[src/rtl/lsu_pkg.sv]
// Shared types for the load/store unit: access size codes, FSM states,
// response error codes and the alignment rule.
package lsu_pkg;

  typedef enum logic [2:0] {
    SZ_B    = 3'b000,
    SZ_H    = 3'b001,
    SZ_W    = 3'b010,
    SZ_BU   = 3'b100,
    SZ_HU   = 3'b101,
    SZ_NONE = 3'b111
  } size_e;

  typedef enum logic [1:0] {
    ST_IDLE  = 2'd0,
    ST_CHECK = 2'd1,
    ST_WAIT  = 2'd2,
    ST_RESP  = 2'd3
  } lsu_state_e;

  typedef enum logic [1:0] {
    ERR_OK       = 2'b00,
    ERR_MISALIGN = 2'b01,
    ERR_TIMEOUT  = 2'b10
  } err_e;

  // Illegal size codes report as misaligned so they never reach memory.
  function automatic logic is_aligned(input logic [2:0] size, input logic [1:0] addr_lo);
    logic ok;
    case (size)
      SZ_B, SZ_BU: ok = 1'b1;
      SZ_H, SZ_HU: ok = ~addr_lo[0];
      SZ_W:        ok = (addr_lo == 2'b00);
      default:     ok = 1'b0;
    endcase
    return ok;
  endfunction

endpackage

[src/rtl/lsu_load_align.sv]
// Load data formatting: selects the byte/half lane of the aligned word
// and sign- or zero-extends it.
module lsu_load_align
  import lsu_pkg::*;
#(
  parameter int DATA_WIDTH = 32
) (
  input  logic [2:0]            size,
  input  logic [1:0]            addr_lo,
  input  logic [DATA_WIDTH-1:0] word,
  output logic [DATA_WIDTH-1:0] data
);

  logic [7:0]  byte_lane;
  logic [15:0] half_lane;

  assign byte_lane = word[8*addr_lo +: 8];
  assign half_lane = word[16*addr_lo[1] +: 16];

  always_comb begin
    data = word;
    case (size)
      SZ_B:    data = {{(DATA_WIDTH-8){byte_lane[7]}}, byte_lane};
      SZ_BU:   data = {{(DATA_WIDTH-8){1'b0}}, byte_lane};
      SZ_H:    data = {{(DATA_WIDTH-16){half_lane[15]}}, half_lane};
      SZ_HU:   data = {{(DATA_WIDTH-16){1'b0}}, half_lane};
      default: data = word;
    endcase
  end

endmodule

[src/rtl/load_store_unit.sv]
// Load/store unit between the pipeline and the cache/memory controller.
// Optional performance counters are built when LSU_PERF_CNT_EN is defined.
module load_store_unit
  import lsu_pkg::*;
#(
  parameter int DATA_WIDTH = 32,
  parameter int ADDR_WIDTH = 17,
  parameter int TIMEOUT    = 1023
) (
  input  logic                  clk,
  input  logic                  rst_n,
  input  logic                  req_valid,
  input  logic                  req_write,
  input  logic [2:0]            req_size,
  input  logic [ADDR_WIDTH-1:0] req_addr,
  input  logic [DATA_WIDTH-1:0] req_wdata,
  output logic                  req_ready,
  output logic                  stall_o,
  output logic                  resp_valid,
  output logic [DATA_WIDTH-1:0] resp_rdata,
  output logic [1:0]            resp_err,
  output logic                  mem_write,
  output logic [2:0]            mem_size,
  output logic [ADDR_WIDTH-1:0] mem_addr,
  output logic [DATA_WIDTH-1:0] mem_wdata,
  input  logic [DATA_WIDTH-1:0] mem_rdata,
  input  logic                  mem_ready,
  input  logic                  mem_busy
`ifdef LSU_PERF_CNT_EN
  ,
  output logic [31:0]           perf_accesses,
  output logic [31:0]           perf_stall_cycles
`endif
);

  localparam logic [1:0] S_IDLE  = ST_IDLE;
  localparam logic [1:0] S_CHECK = ST_CHECK;
  localparam logic [1:0] S_WAIT  = ST_WAIT;
  localparam logic [1:0] S_RESP  = ST_RESP;
  localparam int CNT_W = $clog2(TIMEOUT + 1);

  logic [1:0]            state_q;
  logic                  write_q;
  logic [2:0]            size_q;
  logic [ADDR_WIDTH-1:0] addr_q;
  logic [DATA_WIDTH-1:0] wdata_q;
  logic [CNT_W-1:0]      cnt_q;
  logic [CNT_W-1:0]      cnt_nxt;
  logic [DATA_WIDTH-1:0] rdata_q;
  logic [1:0]            err_q;
  logic [DATA_WIDTH-1:0] load_fmt;
  logic [DATA_WIDTH-1:0] wdata_rep;
  logic                  done;

  lsu_load_align #(.DATA_WIDTH(DATA_WIDTH)) u_align (
    .size    (size_q),
    .addr_lo (addr_q[1:0]),
    .word    (mem_rdata),
    .data    (load_fmt)
  );

  assign cnt_nxt = cnt_q + CNT_W'(1);
  assign done    = mem_ready && !mem_busy;

  always_comb begin
    case (size_q)
      SZ_B, SZ_BU: wdata_rep = {4{wdata_q[7:0]}};
      SZ_H, SZ_HU: wdata_rep = {2{wdata_q[15:0]}};
      default:     wdata_rep = wdata_q;
    endcase
  end

  always_ff @(posedge clk or negedge rst_n) begin
    if (!rst_n) begin
      state_q <= S_IDLE;
      write_q <= 1'b0;
      size_q  <= 3'b000;
      addr_q  <= '0;
      wdata_q <= '0;
      cnt_q   <= '0;
      rdata_q <= '0;
      err_q   <= ERR_OK;
    end else begin
      case (state_q)
        S_IDLE: begin
          if (req_valid) begin
            write_q <= req_write;
            size_q  <= req_size;
            addr_q  <= req_addr;
            wdata_q <= req_wdata;
            rdata_q <= '0;
            err_q   <= ERR_OK;
            state_q <= S_CHECK;
          end
        end
        S_CHECK: begin
          cnt_q <= '0;
          if (!is_aligned(size_q, addr_q[1:0])) begin
            err_q   <= ERR_MISALIGN;
            state_q <= S_RESP;
          end else begin
            state_q <= S_WAIT;
          end
        end
        S_WAIT: begin
          cnt_q <= cnt_nxt;
          // Completion takes priority over a timeout landing in the same cycle.
          if (done) begin
            rdata_q <= write_q ? '0 : load_fmt;
            err_q   <= ERR_OK;
            state_q <= S_RESP;
          end else if (cnt_nxt == CNT_W'(TIMEOUT)) begin
            err_q   <= ERR_TIMEOUT;
            state_q <= S_RESP;
          end
        end
        default: begin
          cnt_q   <= '0;
          state_q <= S_IDLE;
        end
      endcase
    end
  end

  assign req_ready  = (state_q == S_IDLE);
  assign stall_o    = (state_q == S_IDLE && req_valid) || state_q == S_CHECK || state_q == S_WAIT;
  assign resp_valid = (state_q == S_RESP);
  assign resp_rdata = rdata_q;
  assign resp_err   = err_q;
  assign mem_write  = (state_q == S_WAIT) && write_q;
  assign mem_size   = (state_q == S_WAIT) ? size_q : SZ_NONE;
  assign mem_addr   = (state_q == S_WAIT) ? addr_q : '0;
  assign mem_wdata  = (state_q == S_WAIT) ? wdata_rep : '0;

`ifdef LSU_PERF_CNT_EN
  always_ff @(posedge clk or negedge rst_n) begin
    if (!rst_n) begin
      perf_accesses     <= '0;
      perf_stall_cycles <= '0;
    end else begin
      if (state_q == S_RESP && err_q == ERR_OK && perf_accesses != '1)
        perf_accesses <= perf_accesses + 32'd1;
      if (stall_o && perf_stall_cycles != '1)
        perf_stall_cycles <= perf_stall_cycles + 32'd1;
    end
  end
`endif

endmodule

[config.mk]
export PLATFORM = sky130hd
export DESIGN_NAME = load_store_unit
export DESIGN_NICKNAME = d
export VERILOG_FILES = /design/src/rtl/lsu_pkg.sv /design/src/rtl/lsu_load_align.sv /design/src/rtl/load_store_unit.sv
export SDC_FILE = /design/constraint.sdc
export NUM_CORES = 1
export LEC_CHECK = 0
export BUFFER_PORTS_ARGS = -buffer_cell sky130_fd_sc_hd__buf_2
export CAP_MARGIN = 20
export CORE_MARGIN = 3
export CORE_UTILIZATION = 46
export DETAILED_ROUTE_END_ITERATION = 6
export PLACE_DENSITY = 0.81
export SLEW_MARGIN = 10
export SYNTH_ARGS = -nofsm -noshare
export SYNTH_HDL_FRONTEND = slang
export SYNTH_SLANG_ARGS = --single-unit
[constraint.sdc]
create_clock -name clk -period 2.4 [get_ports clk]
set_input_delay 0.48 -clock clk [delete_from_list [all_inputs] [get_ports clk]]
set_output_delay 0.48 -clock clk [all_outputs]
set_load 0.02 [all_outputs]
# Yosys cells after proc, flatten, opt, wreduce, memory -nomap -nowiden
# Index checks and enable logic that the tools add are counted.
[totals]
input_bits = 90
out_inout_bits = 90
regBits = 99
elab_cells = 63
[classes]
add_sub_neg = 1
n_reduce_logical = 17
muxes = 22
shifts = 2
n_bitwise = 1
n_eq_ne = 12
[op_table]
columns = ["op", "n"]
rows = [
  ["2-to-1 mux 32 bit", 4],
  ["one-hot mux 32 bit (2 select lines)", 2],
  ["one-hot mux 32 bit (4 select lines)", 1],
  ["variable part select 32 x 6 -> 16 bit", 1],
  ["variable part select 32 x 6 -> 8 bit", 1],
  ["one-hot mux 10 bit (2 select lines)", 1],
  ["2-to-1 mux 17 bit", 1],
  ["2-to-1 mux 2 bit", 7],
  ["one-hot mux 2 bit (3 select lines)", 2],
  ["adder 10 x 1 -> 10 bit (second input constant)", 1],
  ["== test 10 bit (second input constant)", 1],
  ["== test 3 bit (second input constant)", 2],
  ["!= test 2 bit (second input constant)", 3],
  ["== test 2 bit (second input constant)", 2],
  ["zero test 2 bit", 2],
  ["AND reduction 2 bit", 2],
  ["AND reduction 4 bit", 1],
  ["OR reduction 2 bit", 2],
  ["== test 3 x 1 -> 1 bit (second input constant)", 1],
  ["== test 3 x 2 -> 1 bit (second input constant)", 1],
  ["logical AND 1 bit", 3],
  ["zero test 3 bit", 1],
  ["2-to-1 mux 3 bit", 1],
  ["!= test 3 bit (second input constant)", 1],
  ["other kinds (9)", 11],
]

# Longest topological paths before layout
# Gate-level depths: netlist (run 1).
[logic_depth]
word_depth = 6
mapped_depth = 8
ltp_nobuf = 7

# Modules after synthesis
# Synthesis (run 1) repeated with hierarchy kept, for this count alone.
[hier_totals]
cells_unflattened = 599
area_unflattened_um2 = 5557.8
[modules_own_cells]
columns = ["module", "cells_per_inst", "instances", "area_each_um2"]
rows = [
  ["load_store_unit", 490, 1, 4929.7],
  ["lsu_load_align", 109, 1, 628.1],
]

# Worst setup path after synthesis (run 1)
# OpenSTA, ideal clock, no wires.
[synth_path]
kind = "flip-flop to flip-flop"
startpoint = "register state_q[1]"
endpoint = "register rdata_q[18], in the netlist resp_rdata[18]"
t_required_ps = 2336
arrival_ps = 2260
setup_ps = 64
synth_period_minus_slack_ps = 2324
stages_incl_launch_ff = 9
slack_ps = 76
n_path_buf = 2
cell_sequence = "dfrtp_1 > inv_1 > ha_1 > nor2b_1 > or4_1 > buf_2 > a2111oi_4 > buf_6 > a221o_2"
[synth_between]
elab_chain_len = 3
word_cells_on_any_way = 7
cone_classes = "eq/ne: 3; mux: 1; reduce/logical: 3"
[synth_rtl]
columns = ["item", "line_no", "text"]
rows = [
  ["from (decl)", "load_store_unit.sv:42", "logic [1:0] state_q;"],
  ["from (signal assigned)", "load_store_unit.sv:75", "state_q <= S_IDLE;"],
  ["from (signal assigned)", "load_store_unit.sv:93", "state_q <= S_CHECK;"],
  ["from (signal assigned)", "load_store_unit.sv:100", "state_q <= S_RESP;"],
  ["zero test 2 bit *", "n/a", ""],
  ["named net req_ready", "load_store_unit.sv:17", "output logic req_ready,"],
  ["!= test 2 bit (no source line) or nonzero test 2 bit (tied branches)", "n/a", ""],
  ["AND reduction 3 bit (no source line)", "n/a", ""],
  ["to (signal assigned)", "load_store_unit.sv:109", "rdata_q <= write_q ? '0 : load_fmt;"],
  ["to (decl)", "load_store_unit.sv:49", "logic [DATA_WIDTH-1:0] rdata_q;"],
]
# Mark *: on every way through the listed nets, which the timed path passes. The rest lies on a longest branch.
# A chain may end at the register's enable or synchronous reset.

# Worst setup path after layout (run 1)
[layout_path]
startpoint = "register state_q[1]"
endpoint = "output port stall_o"
[layout_between]
elab_chain_len = 4
word_cells_on_any_way = 6
cone_classes = "eq/ne: 2; reduce/logical: 4"
[layout_rtl]
columns = ["item", "line_no", "text"]
rows = [
  ["zero test 2 bit", "load_store_unit.sv:126", "assign stall_o = (state_q == S_IDLE && req_valid) || state_q == S_CHECK || state_q == S_WAIT;"],
  ["logical AND 1 bit", "load_store_unit.sv:126", ""],
  ["logical OR 1 bit", "load_store_unit.sv:126", ""],
  ["logical OR 1 bit *", "load_store_unit.sv:126", ""],
  ["to (decl)", "load_store_unit.sv:18", "output logic stall_o,"],
]
# Mark *: on every way between the ends. The rest lies on a longest branch, timed or not.

==> results of run 1 <==
-- final cells by class --
type / count / area (um2) / area share
Multi-Input combinational cell: 364 / 2600 / 0.392
Sequential cell: 99 / 2480 / 0.374
Timing Repair Buffer: 199 / 1070 / 0.162
Clock buffer: 12 / 246 / 0.0372
Tap cell: 140 / 175 / 0.0264
Inverter: 8 / 30.0 / 0.00453
Clock inverter: 3 / 23.8 / 0.00359
-- synth_stat cells, types with 2 or more instances --
library cell  count
o31a_1            2
dfrtp_1          99
nor2_1           45
buf_2             3
and2_1           29
nand2_1          51
mux2_2           61
o22ai_1           8
nor4_1            3
o21ai_0          29
mux4_2            2
nand4_1           2
a21boi_0          7
a21o_1            2
clkbuf_1         25
nand3_1           8
a221o_1           7
inv_1             6
and3_1            3
buf_1             3
ha_1              6
and4b_1           2
a31oi_1           2
or4_1             3
a221o_2          10
mux2i_1          22
or2_2             3
nand2b_1          8
o31ai_1           6
o221ai_1          2
a21bo_2           2
a21oi_1          23
-- layer usage --
layer / wire length (um) / global-route usage / vias up / share of wire
li1: - / - / 2156 / -
met1: 5950 / 0.289 / 2264 / 0.41
met2: 7040 / 0.380 / 245 / 0.48
met3: 1230 / 0.0615 / 34 / 0.084
met4: 405 / 0.0954 / 0 / 0.028
met5: 0 / 0 / - / 0
-- metrics by stage --
| stage | cells | hold slack (ps) |
|---|---|---|
| after global placement | 810 | 384 |
| after floorplan | 503 | 184 |
| after CTS | 825 | 11.4 |
| after global routing | 825 | 23.8 |
| final | 825 | 10.6 |
| after detailed placement | 810 | 389 |
-- logic make-up (layout without fill, tap and decap cells) --
logic type                 after synthesis  in the layout  synth area share
muxes                                   85             85             0.182
AOI/OAI and AO/OA                      112            112             0.153
and+or+nand+nor                        161            161             0.147
buffers and inverters                   40            222            0.0308
DFF                                     99             99             0.473
adders and majority gates                6              6            0.0143
-- what timing repair did --
action / 4_1_cts / 5_1_grt
gates resized for setup: 0 / 1
setup endpoints to repair: 0 / 1
hold buffers: 0 / 0
-- worst min path at each step --
| stage | end | cells past startpoint |
|---|---|---|
| 2_1_floorplan | addr_q[0]$_DFFE_PN0P_ | 0 |
| 3_3_place_gp | resp_rdata[0]$_DFFE_PN0P_ | 1 |
| 3_5_place_dp | resp_rdata[3]$_DFFE_PN0P_ | 1 |
| 4_1_cts | resp_rdata[2]$_DFFE_PN0P_ | 1 |
| 5_1_grt | resp_rdata[2]$_DFFE_PN0P_ | 1 |
| 6_report | resp_rdata[13]$_DFFE_PN0P_ | 1 |
-- where the power goes --
part	total (mW)	leakage, nW	internal, mW	switching [mW]
Combinational	4.84	1.93	1.98	2.87
Clock	1.38	0.125	0.732	0.651
Sequential	2.99	1.25	2.39	0.593
Total	9.21	3.31	5.10	4.11
-- registers in the layout, summed over array words and instances (netlist names) --
name and flops:
addr_q 17, cnt_q 10, resp_err 2, resp_rdata 32
size_q 3, state_q 2, wdata_q 32, write_q 1
==> key figures, run 1 <==
Status
  • Outcome: completed

Synthesis
  • Register bit total from synthesis: 99
  • Syn_area_per_cell: 10.4 um2
  • EDFF count, synth: 0
  • Top cell type's share of synthesized area: 0.473
  • Ys async rst share: 1.00
  • Syn Nets: about 600
  • Area contributors post-synth: dfrtp_1 47%, mux2_2 13%, mux2i_1 4.2%, nand2_1 3.7%, and2_1 3.5%
  • Synth Warn #: 0
  • Cell taking the most area after synthesis: dfrtp_1
  • Main flop type after synthesis: dfrtp_1
  • Cell count after synthesis: 503
  • Syn Std Cell Area: 0.00523 mm2
  • Post-synthesis cell type count: 51
  • Register area share after synthesis: 0.473

Critical path
  • Kind of end point of the critical path: output pin
  • FF-to-FF End: resp_rdata[22]$_DFFE_PN0P_
  • Slowest cell on crit path: dfrtp_1
  • Crit path depth: 6
  • Crit path buf inv count: 3
  • CP max FO: 22
  • Worst Setup Start Kind: flip-flop
  • CP Launch Point: state_q[1]$_DFFE_PN0P_
  • R2R cell count: 7
  • Crit path kind: reg -> out
  • R2R Path Start: state_q[1]$_DFFE_PN0P_
  • Cells along the critical path: inv_1 -> ha_1 -> buf_4 -> nand2_2 -> nand2_1 -> buf_2
  • R2R Setup Slk: 130 ps
  • Crit path max-delay family: buffers and inverters
  • Worst path max stage delay: about 450 ps
  • Critical Path Sink: stall_o
  • Data arrival, critical path: 1840 ps
  • Critical Path RT: 1920 ps

Cells and area
  • Commonest non-fill, non-tap cell in the layout: buf_2
  • Layout Nets: 777
  • Share of cells above drive strength 1: 0.429
  • # fillers: 886
  • Ant diodes: 0
  • Post-route design area: 0.00663 mm2
  • Synth-to-layout area growth: 26.6%
  • Most frequent cells in the layout: 178 x buf_2, 98 x dfrtp_1, 61 x mux2_2
  • Final core occ: 0.603

GRT
  • Vias in the first global route: 4717
  • Initial antenna violation count: 0
  • Grt total ovfl: 0
  • Global Route Usage Sum: 0.231
  • Largest net degree at the start of global routing: 56
  • Wire length of the first global-routing pass: 23600 um

Detailed routing
  • TritonRoute pass-1 iters: 5
  • ANT nets after route: 0
  • Vias post-DR: 4699
  • Routed wire length: 14600 um
  • DR vias/cell: approximately 5.7
  • DRC Markers: 0
  • Wire per inst: 17.7 um
  • Initial DRC count: 448

Floorplan
  • Die Width: 113 um
  • Boundary Pins: 180
  • Starting density of the core: 0.477
  • Die ar.: about 0.013 mm2
  • Rows: 38
  • Core Area: 0.0110 mm2
  • Die Y: 113 um

Power and ir drop
  • Peak VDD IR: 893 uV
  • Leakage: about 3.3 nW
  • PwrDens: 1390 mW/mm2
  • Total power draw: 9.21 mW

STA
  • Setup slack after layout: 75.7 ps
  • RSZ-0062 raised after global routing: false
  • Minimum clock period: 2320 ps
  • Fmax: 0.430 GHz
  • Final period util: 0.968
  • Final setup violation count: 0
  • Max-slew violations: 0
  • Clk_skew: 11.2 ps
  • Final Hold Vio Count: 0
  • Slew @ Worst Pin: 528 ps
  • Slew Limit Headroom: 0.648
  • Setup_tns: 0 ps

Clocking
  • TritonCTS clock tree: built
  • CTS buffer count: 9
  • Clock sinks: 99
  • # Post-CTS Setup Buffers: 0
  • Clock tree buffer depth: 2
  • Reg clk slew, reported paths: 70 ps
  • Root buf cell: clkbuf_16
  • H-Tree Depth: 3
  • Clock Latency Late Sink: between 300 and 400 ps

Place
  • I/O Buffers: 179
  • Placement Cell Area: 0.00635 mm2
  • Setup WS pre-CTS: about 170 ps
  • RD Place Congestion: approximately 0.91
  • DP HPWL: 10700 um

Min path
  • Hold Crit Class: in -> async

Flow run
  • Number of max-cap violations: 0
No activity file was read; power rests on OpenSTA's default activity.
==> run 2, diff against run 1 <==
- CORE_MARGIN: 3 -> 5
==> key figures, run 2 (synthesis results as in run 1) <==
Detailed routing
  • Vias post-DR: 4640
  • TritonRoute pass-1 iters: 6
  • Routed wire length: between 10000 and 15000 um
  • DR vias/cell: around 5.6
  • Wire per inst: 17.9 um
  • ANT nets after route: 0
  • Initial DRC count: 485
  • DRC Markers: 0

Min path
  • Hold depth: 2
  • Endpoint, Worst Hold: wdata_q[20]$_DFFE_PN0P_
  • Hold Crit Class: in -> reg
  • Hold path start: req_wdata[20]

Power and ir drop
  • PwrDens: 1390 mW/mm2
  • Peak VDD IR: 852 uV
  • Total power draw: 9.25 mW
  • Leakage: 3.33 nW

Floorplan
  • Boundary Pins: 180
  • Starting density of the core: 0.464
  • Die Y: 117 um
  • Rows: 39
  • Core Area: 0.0113 mm2
  • Die Width: about 120 um
  • Die ar.: 0.0136 mm2

Clocking
  • Clock Latency Late Sink: between 300 and 400 ps
  • Reg clk slew, reported paths: 70 ps
  • TritonCTS clock tree: built
  • H-Tree Depth: 3
  • Root buf cell: clkbuf_16
  • # Post-CTS Setup Buffers: 0
  • Clock sinks: roughly 100
  • Clock tree buffer depth: 2
  • CTS buffer count: 9

Cells and area
  • Commonest non-fill, non-tap cell in the layout: buf_2
  • Layout Nets: between 700 and 800
  • Finished Layout Cells: roughly 830
  • Share of cells above drive strength 1: 0.429
  • Ant diodes: 0
  • Post-route design area: 0.00665 mm2
  • Synth-to-layout area growth: 27.1%
  • Most frequent cells in the layout: 178 x buf_2, 98 x dfrtp_1, 61 x mux2_2

Critical path
  • R2R Path Start: state_q[1]$_DFFE_PN0P_
  • Crit path kind: reg -> reg
  • Worst Setup Start Kind: flip-flop
  • FF-to-FF End: resp_rdata[16]$_DFFE_PN0P_
  • CP max FO: 16
  • R2R Setup Slk: 150 ps
  • R2R cell count: 7
  • Kind of end point of the critical path: flip-flop
  • Data arrival, critical path: about 2500 ps
  • Critical Path RT: ~2700 ps

Place
  • DP Cell Count: 812
  • DP HPWL: roughly 11000 um
  • Placement Cell Area: roughly 0.0063 mm2
  • RD Place Congestion: 0.872
  • I/O Buffers: 179
  • Setup WS pre-CTS: approximately 150 ps

STA
  • Final setup violation count: 0
  • Final Hold Vio Count: 0
  • RSZ-0062 raised after global routing: false
  • Max-slew violations: 0
  • Fmax: 0.445 GHz
  • Slew @ Worst Pin: 482 ps
  • Slew Limit Headroom: 0.679
  • Clk_skew: between 10 and 15 ps
  • Minimum clock period: between 2000 and 2500 ps
  • Final period util: 0.936
  • Setup slack after layout: 153 ps
  • Setup_tns: 0 ps

Status
  • Outcome: completed

GRT
  • Global Route Usage Sum: 0.216
  • Largest net degree at the start of global routing: 89
  • Wire length of the first global-routing pass: 23000 um
  • Vias in the first global route: 4757
  • Initial antenna violation count: 0
  • Grt total ovfl: 0

Flow run
  • Number of max-cap violations: 0
## run 2: final cells by class
type	count	area, um2
Fill cell	935	4620
Tap cell	143	179
Sequential cell	99	2480
Multi-Input combinational cell	364	2610
Clock inverter	2	38.8
Inverter	8	30.0
Clock buffer	11	243
Timing Repair Buffer	199	1080
## run 2: worst max-delay path, stage by stage (launching register included)
cell and delay, ps:
dfrtp_1 440, inv_1 100, ha_1 210, nor2b_2 200, or4_1 490, a2111oi_4 340
buf_4 260, a221o_1 150
## run 2: how the worst max path moves through the flow
stage                                 from                          to  slack, ps  cells past startpoint
floorplan           state_q[1]$_DFFE_PN0P_  resp_rdata[18]$_DFFE_PN0P_         80                      8
global placement    state_q[0]$_DFFE_PN0P_  resp_rdata[25]$_DFFE_PN0P_        270                      8
detailed placement  state_q[1]$_DFFE_PN0P_  resp_rdata[22]$_DFFE_PN0P_        150                      8
CTS                  size_q[0]$_DFFE_PN0P_               mem_wdata[14]         30                      5
global route         size_q[1]$_DFFE_PN0P_               mem_wdata[10]         20                      5
finish              state_q[1]$_DFFE_PN0P_  resp_rdata[16]$_DFFE_PN0P_        150                      7
## run 2: timing repair
item,in CTS,in global routing
gates resized for setup,0,3
setup endpoints to repair,0,20
hold buffers,1,0
endpoints found under the hold margin,11,0
## run 2: through the flow
stage	utilization	hold slack, ps
after floorplan	-	184
after global placement	0.563	329
after detailed placement	0.563	331
after CTS	0.589	339
after global routing	0.590	347
final	0.590	361
## run 2: power breakdown
| group | internal [mW] | total, mW | switching (mW) |
|---|---|---|---|
| combinational | 1.99 | 4.85 | 2.86 |
| clock | 0.821 | 1.41 | 0.593 |
| sequential | 2.39 | 2.99 | 0.599 |
| total | 5.21 | 9.25 | 4.05 |
## run 2: routing by layer
metal  vias up  track usage  wire (um)
met5         -            0          0
met4         0        0.109        462
met3        37       0.0472       1280
met2       212        0.351       6940
met1      2223        0.271       6070
li1       2168            -          -
==> run 3, diff against run 2 <==
- MAX_ROUTING_LAYER: default -> met4
==> key figures, run 3 (synthesis results as in run 1) <==
Status
  • Outcome: completed

Critical path
  • FF-to-FF End: resp_rdata[16]$_DFFE_PN0P_
  • Slowest cell on crit path: or4_1
  • R2R Path Start: state_q[1]$_DFFE_PN0P_
  • CP max FO: 16
  • R2R cell count: 7
  • Data arrival, critical path: 2530 ps
  • R2R Setup Slk: 150 ps
  • Crit path buf inv count: 2
  • Crit path max-delay family: simple AND/OR/NAND/NOR gates
  • Cells along the critical path: inv_1 -> ha_1 -> nor2b_2 -> or4_1 -> a2111oi_4 -> buf_4 -> a221o_1
  • Crit path depth: 7
  • Critical Path RT: 2680 ps
  • Worst path max stage delay: around 500 ps
  • Critical Path Sink: resp_rdata[16]$_DFFE_PN0P_
  • CP Launch Point: state_q[1]$_DFFE_PN0P_
  • Worst Setup Start Kind: flip-flop
  • Kind of end point of the critical path: flip-flop
  • Crit path kind: reg -> reg

Cells and area
  • Most frequent cells in the layout: 178 x buf_2, 98 x dfrtp_1, 61 x mux2_2
  • Commonest non-fill, non-tap cell in the layout: buf_2
  • Ant diodes: 0
  • Share of cells above drive strength 1: 0.429
  • Final core occ: 0.590
  • Synth-to-layout area growth: 27.1%
  • Layout Nets: 777
  • Post-route design area: 0.00665 mm2
  • Finished Layout Cells: between 800 and 900

Min path
  • Hold Crit Class: in -> reg

Detailed routing
  • Vias post-DR: between 4000 and 5000
  • DRC Markers: 0
  • DR vias/cell: 5.62
  • Wire per inst: 17.9 um
  • Routed wire length: 14800 um
  • TritonRoute pass-1 iters: 4
  • ANT nets after route: 0
  • Initial DRC count: ~500

Clocking
  • H-Tree Depth: 3
  • Reg clk slew, reported paths: 70 ps
  • Clock tree buffer depth: 2
  • Clock sinks: 99
  • # Post-CTS Setup Buffers: 0
  • Root buf cell: clkbuf_16
  • CTS buffer count: 9
  • TritonCTS clock tree: built
  • Clock Latency Late Sink: 340 ps

STA
  • RSZ-0062 raised after global routing: false
  • Max-slew violations: 0
  • Clk_skew: between 10 and 15 ps
  • Final Hold Vio Count: 0
  • Slew Limit Headroom: 0.678
  • Minimum clock period: 2250 ps
  • Final period util: 0.937
  • Fmax: roughly 0.44 GHz
  • Setup slack after layout: roughly 150 ps
  • Setup_tns: 0 ps
  • Slew @ Worst Pin: 483 ps
  • Final setup violation count: 0
  • Hold Worst Slack: approximately 360 ps

Power and ir drop
  • Peak VDD IR: 854 uV
  • Leakage: 3.33 nW
  • PwrDens: ~1400 mW/mm2
  • Total power draw: 9.26 mW

GRT
  • Global Route Usage Sum: 0.222
  • Vias in the first global route: 4739
  • Largest net degree at the start of global routing: 89
  • Grt total ovfl: 0
  • Initial antenna violation count: 0
  • Wire length of the first global-routing pass: 23000 um

Floorplan
  • Die Y: 117 um
  • Die Width: ~120 um
  • Starting density of the core: 0.464
  • Die ar.: around 0.014 mm2
  • Core Area: 0.0113 mm2
  • Boundary Pins: 180
  • Rows: 39

Place
  • DP HPWL: 10900 um
  • RD Place Congestion: 0.886
  • I/O Buffers: 179
  • Setup WS pre-CTS: 149 ps
  • DP Cell Count: 812
  • Placement Cell Area: 0.00635 mm2

Flow run
  • Number of max-cap violations: 0
## run 3: cell counts in the layout (fill, tap and decap cells not counted)
No cell type changed its count.
## run 3: metal layers
metal  GRT usage  share of wire  vias up
met5           -              0        -
met3      0.0409          0.084       32
met1       0.273           0.41     2230
met2       0.353           0.48      221
li1            -              -     2163
met4       0.109          0.028        0
## run 3: worst min path at each step
stage                                         end  cells after the start  slack (ps)           from
final                     wdata_q[20]$_DFFE_PN0P_                      2         360  req_wdata[20]
after CTS                 wdata_q[24]$_DFFE_PN0P_                      2         340  req_wdata[24]
after global routing      wdata_q[18]$_DFFE_PN0P_                      2         350  req_wdata[18]
after detailed placement    addr_q[5]$_DFFE_PN0P_                      1         330          rst_n
after floorplan             addr_q[0]$_DFFE_PN0P_                      0         180          rst_n
after global placement     addr_q[13]$_DFFE_PN0P_                      1         330          rst_n
## run 3: final cells by class
| cell class | count | area, um2 |
|---|---|---|
| well taps | 143 | 179 |
| clock inverters | 2 | 38.8 |
| multi-input cells | 364 | 2610 |
| fillers | 935 | 4620 |
| repair buffers | 199 | 1080 |
| inverters | 8 | 30.0 |
| flip-flops and latches | 99 | 2480 |
| clock buffers | 11 | 243 |
## run 3: power breakdown
| part | internal (mW) | total (mW) | switching [mW] |
|---|---|---|---|
| combinational | 1.99 | 4.85 | 2.86 |
| clock | 0.821 | 1.41 | 0.593 |
| sequential | 2.39 | 2.99 | 0.599 |
## run 3: timing repair
| item | in CTS | in global routing |
|---|---|---|
| hold endpoints to repair | 11 | 0 |
| setup endpoints to repair | 0 | 20 |
| gates resized for setup | 0 | 3 |
| hold buffers | 1 | 0 |
